==> src/rtl/combination_lock_sequencer_if.sv <==
// Keypad-side bundle for the combination lock: guessed digits in, lock status out.
// The driver (keypad front end) uses master; the lock checker uses slave.
interface combination_lock_sequencer_if #(
    parameter int DIGIT_W    = 4,
    parameter int NUM_DIGITS = 4,
    parameter int MAX_TRIES  = 3
) ();
    localparam int CNT_W = (NUM_DIGITS > 2) ? $clog2(NUM_DIGITS) : 1;
    localparam int TRY_W = $clog2(MAX_TRIES + 1);

    logic [NUM_DIGITS*DIGIT_W-1:0] combination;
    logic [DIGIT_W-1:0]            digit_guess;
    logic                          digit_valid;
    logic                          clear;
    logic                          unlocked;
    logic                          locked_out;
    logic                          fail_pulse;
    logic [CNT_W-1:0]              digit_count;
    logic [TRY_W-1:0]              tries_left;

    modport master (
        output combination, digit_guess, digit_valid, clear,
        input  unlocked, locked_out, fail_pulse, digit_count, tries_left
    );

    modport slave (
        input  combination, digit_guess, digit_valid, clear,
        output unlocked, locked_out, fail_pulse, digit_count, tries_left
    );
endinterface

==> src/rtl/combination_lock_sequencer.sv <==
// Multi-digit combination checker: accumulates per-digit matches, unlocks on a full
// correct attempt, counts failures and enforces a timed lockout after too many.
module combination_lock_sequencer #(
    parameter int DIGIT_W        = 4,
    parameter int NUM_DIGITS     = 4,
    parameter int MAX_TRIES      = 3,
    parameter int LOCKOUT_CYCLES = 16
) (
    input  logic                          clk,
    input  logic                          reset,
    combination_lock_sequencer_if.slave   bus
);
    localparam int CNT_W = (NUM_DIGITS > 2) ? $clog2(NUM_DIGITS) : 1;
    localparam int TRY_W = $clog2(MAX_TRIES + 1);
    localparam int LCK_W = (LOCKOUT_CYCLES > 1) ? $clog2(LOCKOUT_CYCLES) : 1;

    typedef enum logic [1:0] {
        ST_ENTRY,
        ST_UNLOCKED,
        ST_LOCKOUT
    } state_t;

    state_t             state_q, state_d;
    logic [CNT_W-1:0]   digit_count_q, digit_count_d;
    logic               match_q, match_d;
    logic [TRY_W-1:0]   fail_cnt_q, fail_cnt_d;
    logic [LCK_W-1:0]   lock_cnt_q, lock_cnt_d;
    logic               unlocked_q, unlocked_d;
    logic               locked_out_q, locked_out_d;
    logic               fail_pulse_q, fail_pulse_d;
    logic [TRY_W-1:0]   tries_left_q, tries_left_d;

    logic [DIGIT_W-1:0] digit_arr [NUM_DIGITS];
    logic               guess_ok;
    logic               final_digit;

    // The combination is compared live, so just slice it into digits.
    generate
        for (genvar gi = 0; gi < NUM_DIGITS; gi++) begin : g_digit
            assign digit_arr[gi] = bus.combination[gi*DIGIT_W +: DIGIT_W];
        end
    endgenerate

    assign guess_ok    = (bus.digit_guess == digit_arr[digit_count_q]);
    assign final_digit = (digit_count_q == CNT_W'(NUM_DIGITS - 1));

    always_comb begin
        state_d       = state_q;
        digit_count_d = digit_count_q;
        match_d       = match_q;
        fail_cnt_d    = fail_cnt_q;
        lock_cnt_d    = lock_cnt_q;
        fail_pulse_d  = 1'b0;

        case (state_q)
            ST_ENTRY: begin
                if (bus.clear) begin
                    digit_count_d = '0;
                    match_d       = 1'b1;
                end else if (bus.digit_valid) begin
                    if (final_digit) begin
                        digit_count_d = '0;
                        match_d       = 1'b1;
                        if (match_q && guess_ok) begin
                            state_d    = ST_UNLOCKED;
                            fail_cnt_d = '0;
                        end else begin
                            fail_pulse_d = 1'b1;
                            // Parking the fail count at MAX makes tries_left read 0 in lockout.
                            if (fail_cnt_q == TRY_W'(MAX_TRIES - 1)) begin
                                state_d    = ST_LOCKOUT;
                                fail_cnt_d = TRY_W'(MAX_TRIES);
                                lock_cnt_d = LCK_W'(LOCKOUT_CYCLES - 1);
                            end else begin
                                fail_cnt_d = fail_cnt_q + TRY_W'(1);
                            end
                        end
                    end else begin
                        digit_count_d = digit_count_q + CNT_W'(1);
                        match_d       = match_q & guess_ok;
                    end
                end
            end
            ST_UNLOCKED: begin
                if (bus.clear) begin
                    state_d = ST_ENTRY;
                end
            end
            ST_LOCKOUT: begin
                if (lock_cnt_q == '0) begin
                    state_d    = ST_ENTRY;
                    fail_cnt_d = '0;
                end else begin
                    lock_cnt_d = lock_cnt_q - LCK_W'(1);
                end
            end
            default: begin
                state_d       = ST_ENTRY;
                digit_count_d = '0;
                match_d       = 1'b1;
                fail_cnt_d    = '0;
            end
        endcase

        unlocked_d   = (state_d == ST_UNLOCKED);
        locked_out_d = (state_d == ST_LOCKOUT);
        tries_left_d = TRY_W'(MAX_TRIES) - fail_cnt_d;
    end

    always_ff @(posedge clk) begin
        if (reset) begin
            state_q       <= ST_ENTRY;
            digit_count_q <= '0;
            match_q       <= 1'b1;
            fail_cnt_q    <= '0;
            lock_cnt_q    <= '0;
            unlocked_q    <= 1'b0;
            locked_out_q  <= 1'b0;
            fail_pulse_q  <= 1'b0;
            tries_left_q  <= TRY_W'(MAX_TRIES);
        end else begin
            state_q       <= state_d;
            digit_count_q <= digit_count_d;
            match_q       <= match_d;
            fail_cnt_q    <= fail_cnt_d;
            lock_cnt_q    <= lock_cnt_d;
            unlocked_q    <= unlocked_d;
            locked_out_q  <= locked_out_d;
            fail_pulse_q  <= fail_pulse_d;
            tries_left_q  <= tries_left_d;
        end
    end

    assign bus.unlocked    = unlocked_q;
    assign bus.locked_out  = locked_out_q;
    assign bus.fail_pulse  = fail_pulse_q;
    assign bus.digit_count = digit_count_q;
    assign bus.tries_left  = tries_left_q;
endmodule
==> src/flat_wrapper.sv <==
// flat-port wrapper written by rule: the top's interface ports become plain ports
module combination_lock_sequencer_flat 
#(
    parameter int DIGIT_W        = 4,
    parameter int NUM_DIGITS     = 4,
    parameter int MAX_TRIES      = 3,
    parameter int LOCKOUT_CYCLES = 16
)
  (clk, reset, bus_combination, bus_digit_guess, bus_digit_valid, bus_clear, bus_unlocked, bus_locked_out, bus_fail_pulse, bus_digit_count, bus_tries_left);
  combination_lock_sequencer_if #(.DIGIT_W(DIGIT_W), .NUM_DIGITS(NUM_DIGITS), .MAX_TRIES(MAX_TRIES)) bus_i ();
  input  logic clk;
  input  logic reset;
  input wire logic [$bits(bus_i.combination)-1:0] bus_combination;
  input wire logic [$bits(bus_i.digit_guess)-1:0] bus_digit_guess;
  input wire logic [$bits(bus_i.digit_valid)-1:0] bus_digit_valid;
  input wire logic [$bits(bus_i.clear)-1:0] bus_clear;
  output wire logic [$bits(bus_i.unlocked)-1:0] bus_unlocked;
  output wire logic [$bits(bus_i.locked_out)-1:0] bus_locked_out;
  output wire logic [$bits(bus_i.fail_pulse)-1:0] bus_fail_pulse;
  output wire logic [$bits(bus_i.digit_count)-1:0] bus_digit_count;
  output wire logic [$bits(bus_i.tries_left)-1:0] bus_tries_left;
  assign bus_i.combination = bus_combination;
  assign bus_i.digit_guess = bus_digit_guess;
  assign bus_i.digit_valid = bus_digit_valid;
  assign bus_i.clear = bus_clear;
  assign bus_unlocked = bus_i.unlocked;
  assign bus_locked_out = bus_i.locked_out;
  assign bus_fail_pulse = bus_i.fail_pulse;
  assign bus_digit_count = bus_i.digit_count;
  assign bus_tries_left = bus_i.tries_left;
  combination_lock_sequencer #(.DIGIT_W(DIGIT_W), .NUM_DIGITS(NUM_DIGITS), .MAX_TRIES(MAX_TRIES), .LOCKOUT_CYCLES(LOCKOUT_CYCLES)) u_core (.clk(clk), .reset(reset), .bus(bus_i));
endmodule
==> config.mk <==
export PLATFORM = sky130hd
export DESIGN_NAME = combination_lock_sequencer_flat
export DESIGN_NICKNAME = d
export VERILOG_FILES = /design/src/rtl/combination_lock_sequencer_if.sv /design/src/rtl/combination_lock_sequencer.sv /design/src/flat_wrapper.sv
export SDC_FILE = /design/constraint.sdc
export NUM_CORES = 1
export LEC_CHECK = 0
export ABC_CLOCK_PERIOD_IN_PS = 5200
export BUFFER_PORTS_ARGS = -buffer_cell sky130_fd_sc_hd__buf_4
export CORE_MARGIN = 4
export CORE_UTILIZATION = 45
export CTS_CLUSTER_DIAMETER = 60
export DETAILED_ROUTE_END_ITERATION = 10
export PLACE_DENSITY = 0.77
export SLEW_MARGIN = 30
export SYNTH_ARGS = -nofsm -noshare
export SYNTH_HDL_FRONTEND = slang
export SYNTH_SLANG_ARGS = --single-unit
==> constraint.sdc <==
create_clock -name clk -period 5.2 [get_ports clk]
set_clock_uncertainty 0.05 [all_clocks]
set_input_delay 1.04 -clock clk [delete_from_list [all_inputs] [get_ports clk]]
set_output_delay 1.04 -clock clk [all_outputs]
set_load 0.005 [all_outputs]
# Word-level counts from Yosys, hierarchy flattened
# Cells that the tools add are included.
# totals
register_bits	16
mem_bits_rw	0
mem_count	0
mem_bits_ro	0
latch_bits	0
# op_classes
mux	34
add_sub_neg	4
magnitude_cmp	1
n_bitwise	6
shifts	0
n_mul	0
eq_ne	14
n_reduce_logical	8
div	0
# op_table
cell	count
$mux 2	16
$mux 4	8
$pmux 2 s3	2
$bmux 4 s2	1
$eq 2x2->1 const B	4
$ne 2x2->1 const B	4
$pmux 4 s2	1
$reduce_and 7->1	1
$reduce_or 5->1	1
$add 2x1->2 const B	2
$eq 2x1->1 const B	2
$eq 4x4->1	1
$logic_not 4->1	1
$mux 1	4
$ne 2x1->1 const B	2
$not 1->1	4
$pmux 2 s2	1
$sub 4x1->4 const B	1
$ge 3x3->1 const B	1
$ne 3x3->1 const B	1
$not 2->3	1
$logic_not 2->1	1
$pmux 1 s2	1
$reduce_and 2->1	1
other kinds (5)	5

# Depth between registers and ports, before layout
# depth
ltp_word	12
ltp_mapped	7

# Worst setup path before layout
# No wires, ideal clock.
# synth_timing
kind	input to register
from	in bus_combination[13]
to	reg u_core.lock_cnt_q[0]
setup_time_ps	116
arrival_ps	2415
setup_slack_ps	2619
stages	6
required_time_ps	5034
path_cell_list	mux4_2 > xnor2_1 > o2111a_2 > buf_6 > o311a_1 > a31o_1
# synth_via
elab_chain_cells	7
# synth_lines
item	line_no	rtl
from (decl)	flat_wrapper.sv:13	input wire logic [$bits(bus_i.combination)-1:0] bus_combination;
$bmux 4 s2	combination_lock_sequencer.sv:44	assign guess_ok = (bus.digit_guess == digit_arr[digit_count_q]);
$mux 4 (implied by the code) (2 in a row)	combination_lock_sequencer.sv:44	
$eq 4x4->1	combination_lock_sequencer.sv:44	
$logic_and 1x1->1	combination_lock_sequencer.sv:64	if (match_q && guess_ok) begin
$ne 2x2->1 (no line)	--	
$reduce_and 7->1 (no line)	--	
to (signal assigned)	combination_lock_sequencer.sv:126	lock_cnt_q <= lock_cnt_d;
to (decl)	combination_lock_sequencer.sv:27	logic [LCK_W-1:0] lock_cnt_q, lock_cnt_d;
# Every way passes these cells. The select of a mux whose other input is x is not followed.
# A chain may end at the register's enable or synchronous reset.

# Worst setup path in the final report
# layout_timing
from	in bus_combination[14]
to	reg u_core.lock_cnt_q[1]
# Same word-level chain as after synthesis.

==> flow_metrics.tcl <==
set metrics [dict create \
    seq_area_um2 320 \
    start_kind "primary input" \
    drv_slew 0 \
    rsz0062_at_grt "no" \
    synthTopCellsByCount "16 x dfxtp_1, 10 x inv_1, 10 x nor2_1, 7 x ha_1, 7 x nand2_1" \
    insertion_delay_ps 290 \
    grt_pass1_wl_mm 4.29 \
    synth.largest_area_cell "dfxtp_1" \
    via_count 1036 \
    async_flop_share_pct 0 \
    p_leak_nw 0.560 \
    clk_path_buf_depth 2 \
    path_clk_slew_ps 90 \
    cts.htree.levels 1 \
    cts-root-buf "clkbuf_4" \
    relSlewSlack_pct 66.1 \
    top_usage_layer "met2" \
    setup_viol 0 \
    critical_path_class "primary input to register" \
    die_w_um 57.9 \
    grt_pass1_vias 1007 \
    fin_crit_ps 2500 \
    grt_max_degree 16 \
    met1_usage_pct 17.6 \
    synth_top_area_share_pct 28.6 \
    tns_ps 0 \
    gp_congestion 0.842 \
    rows 17 \
    ant_nets 0 \
    met3_usage_pct 3.56 \
    synth_area_um2 1120 \
    ys_seq_area_share_pct 28.6 \
    status "finished, final reports clean" \
    crit_fanout 12 \
    grtUsageMet2_pct 29.4 \
    antenna_cells 0 \
    synth.net_count 153 \
    max_cap_violations 0 \
    synth-main-ff-cell "dfxtp_1" \
    drive_above_1_share_pct 30.5 \
    min_period_over_period_pct 48.0 \
    grt_util_all_layers_pct 15.9 \
    drt-total-wl_mm 2.66 \
    ir_drop_mv 0.122 \
    nets 183 \
    cts_sinks 16 \
    syn2layout_area_growth_pct 22.7 \
    hold_path.class "register to register" \
    hold_viol_final 0 \
    worst-slew-pin-transition_ps 509 \
    yosysMostFrequentCell "dfxtp_1" \
    numCtsBuffers 3 \
    cp-end-kind "register" \
    avgViaCountPerCell 5.79 \
    cts_tree "done" \
    grt-ovfl-total 0 \
    dr.pass1.iters 5 \
    drc 0 \
    power_density_nw_per_um2 182 \
    wl_per_cell_um 14.8 \
    hpwl_mm 2.05 \
    synth_edf_count 0 \
    fillCellCount 223 \
    required_ps 5390 \
    die_y_um 57.9 \
    core-area_um2 2300 \
    cts-resized-gates 0 \
    cts_hold_buf 0 \
    start_util_pct 48.7 \
    critical_path_arrival_ps 2680 \
    hold-worst-slack_ps 469 \
    ys_seq_elements 16 \
    drtIter0Drc 30 \
    synthCells 122 \
    numPortBuffers 30 \
    num_io_pins 31 \
    max_freq_ghz 0.401 \
    synth.area.top_cells "dfxtp_1 29%, ha_1 7.8%, mux4_2 6.0%" \
    ys_warn_count 0 \
    synth_cell_type_count 49 \
    syn_area_per_cell_um2 9.17 \
    post-cts-setup-buffers 0 \
    die-area_um2 3350 \
    antenna_found_initial 0 \
    multiInputGateArea_um2 718 \
]
area by class of cell:
type	count	share of cell area (%)
clock buffers	4	2.64
well taps	28	2.55
inverters	10	2.73
repair buffers	30	16.4
flip-flops and latches	16	23.3
multi-input cells	91	52.3
registers in the layout, summed over array words and instances, names as in the netlist:
| register | flops |
|---|---|
| u_core.bus.digit_count | 2 |
| u_core.bus.fail_pulse | 1 |
| u_core.bus.locked_out | 1 |
| u_core.bus.tries_left | 2 |
| u_core.bus.unlocked | 1 |
| u_core.fail_cnt_q | 2 |
| u_core.lock_cnt_q | 4 |
| u_core.match_q | 1 |
| u_core.state_q | 2 |
cell families (layout without fill, tap and decap cells):
logic type / after synthesis / count (layout) / share of synthesized area [%]
simple gates: 43 / 43 / 22.0
mux: 8 / 8 / 10.6
fa+ha+maj: 7 / 7 / 7.83
flops: 16 / 16 / 28.6
xor+xnor: 3 / 3 / 2.35
buf+inv: 15 / 44 / 7.16
compound gates: 30 / 30 / 21.4
through the flow:
stage	area, µm²	power, W	util, %	worst slack (ps)	instances
CTS	1370	0.000253	59.7	2690	179
global route	1370	0.000261	59.7	2600	179
detailed placement	1340	0.000170	58.2	2420	175
floorplan	1120	0.000153	-	2620	122
finish	1370	0.000250	59.7	2700	179
global placement	1340	0.000168	58.2	2460	175
power breakdown:
group / total [W] / switching, W / internal (W)
Sequential: 0.000127 / 0.00000311 / 0.000124
Clock: 0.0000836 / 0.0000409 / 0.0000427
Combinational: 0.0000396 / 0.0000150 / 0.0000245
Total: 0.000250 / 0.0000591 / 0.000191
metal layers:
metal | wire length (µm) | vias up
met5 | 0 | -
met2 | 1330 | 36
met4 | 38 | 0
li1 | - | 511
met1 | 1070 | 484
met3 | 217 | 5
worst max-delay path, stage by stage:
cell and delay, ps:
buf_4 110, mux4_2 480, xnor2_1 140, o2111a_2 240, a221oi_1 410, o221a_1 260
final timing paths:
kind	from	end	slack, ps	cells after the start
max	bus_combination[14]	u_core.lock_cnt_q[1]	2700	6
min	u_core.fail_cnt_q[1]	u_core.bus.tries_left[1]	470	1
max reg2reg	u_core.bus.digit_count[0]	u_core.lock_cnt_q[1]	2890	5
min reg2reg	u_core.fail_cnt_q[1]	u_core.bus.tries_left[1]	470	1
placed cells by master, fill, tap and decap left out, drive strengths merged, types with 3 or more instances in the layout:
| cell | count |
|---|---|
| clkbuf | 4 |
| mux4 | 3 |
| dfxtp | 16 |
| inv | 10 |
| nand2b | 3 |
| a21oi | 5 |
| xnor2 | 3 |
| nand2 | 7 |
| nor2 | 10 |
| buf | 30 |
| ha | 7 |
| nand3b | 3 |
| or3 | 4 |
| o21ai | 5 |
| and2 | 3 |
| mux2i | 4 |
(Power assumes the default switching activity.)
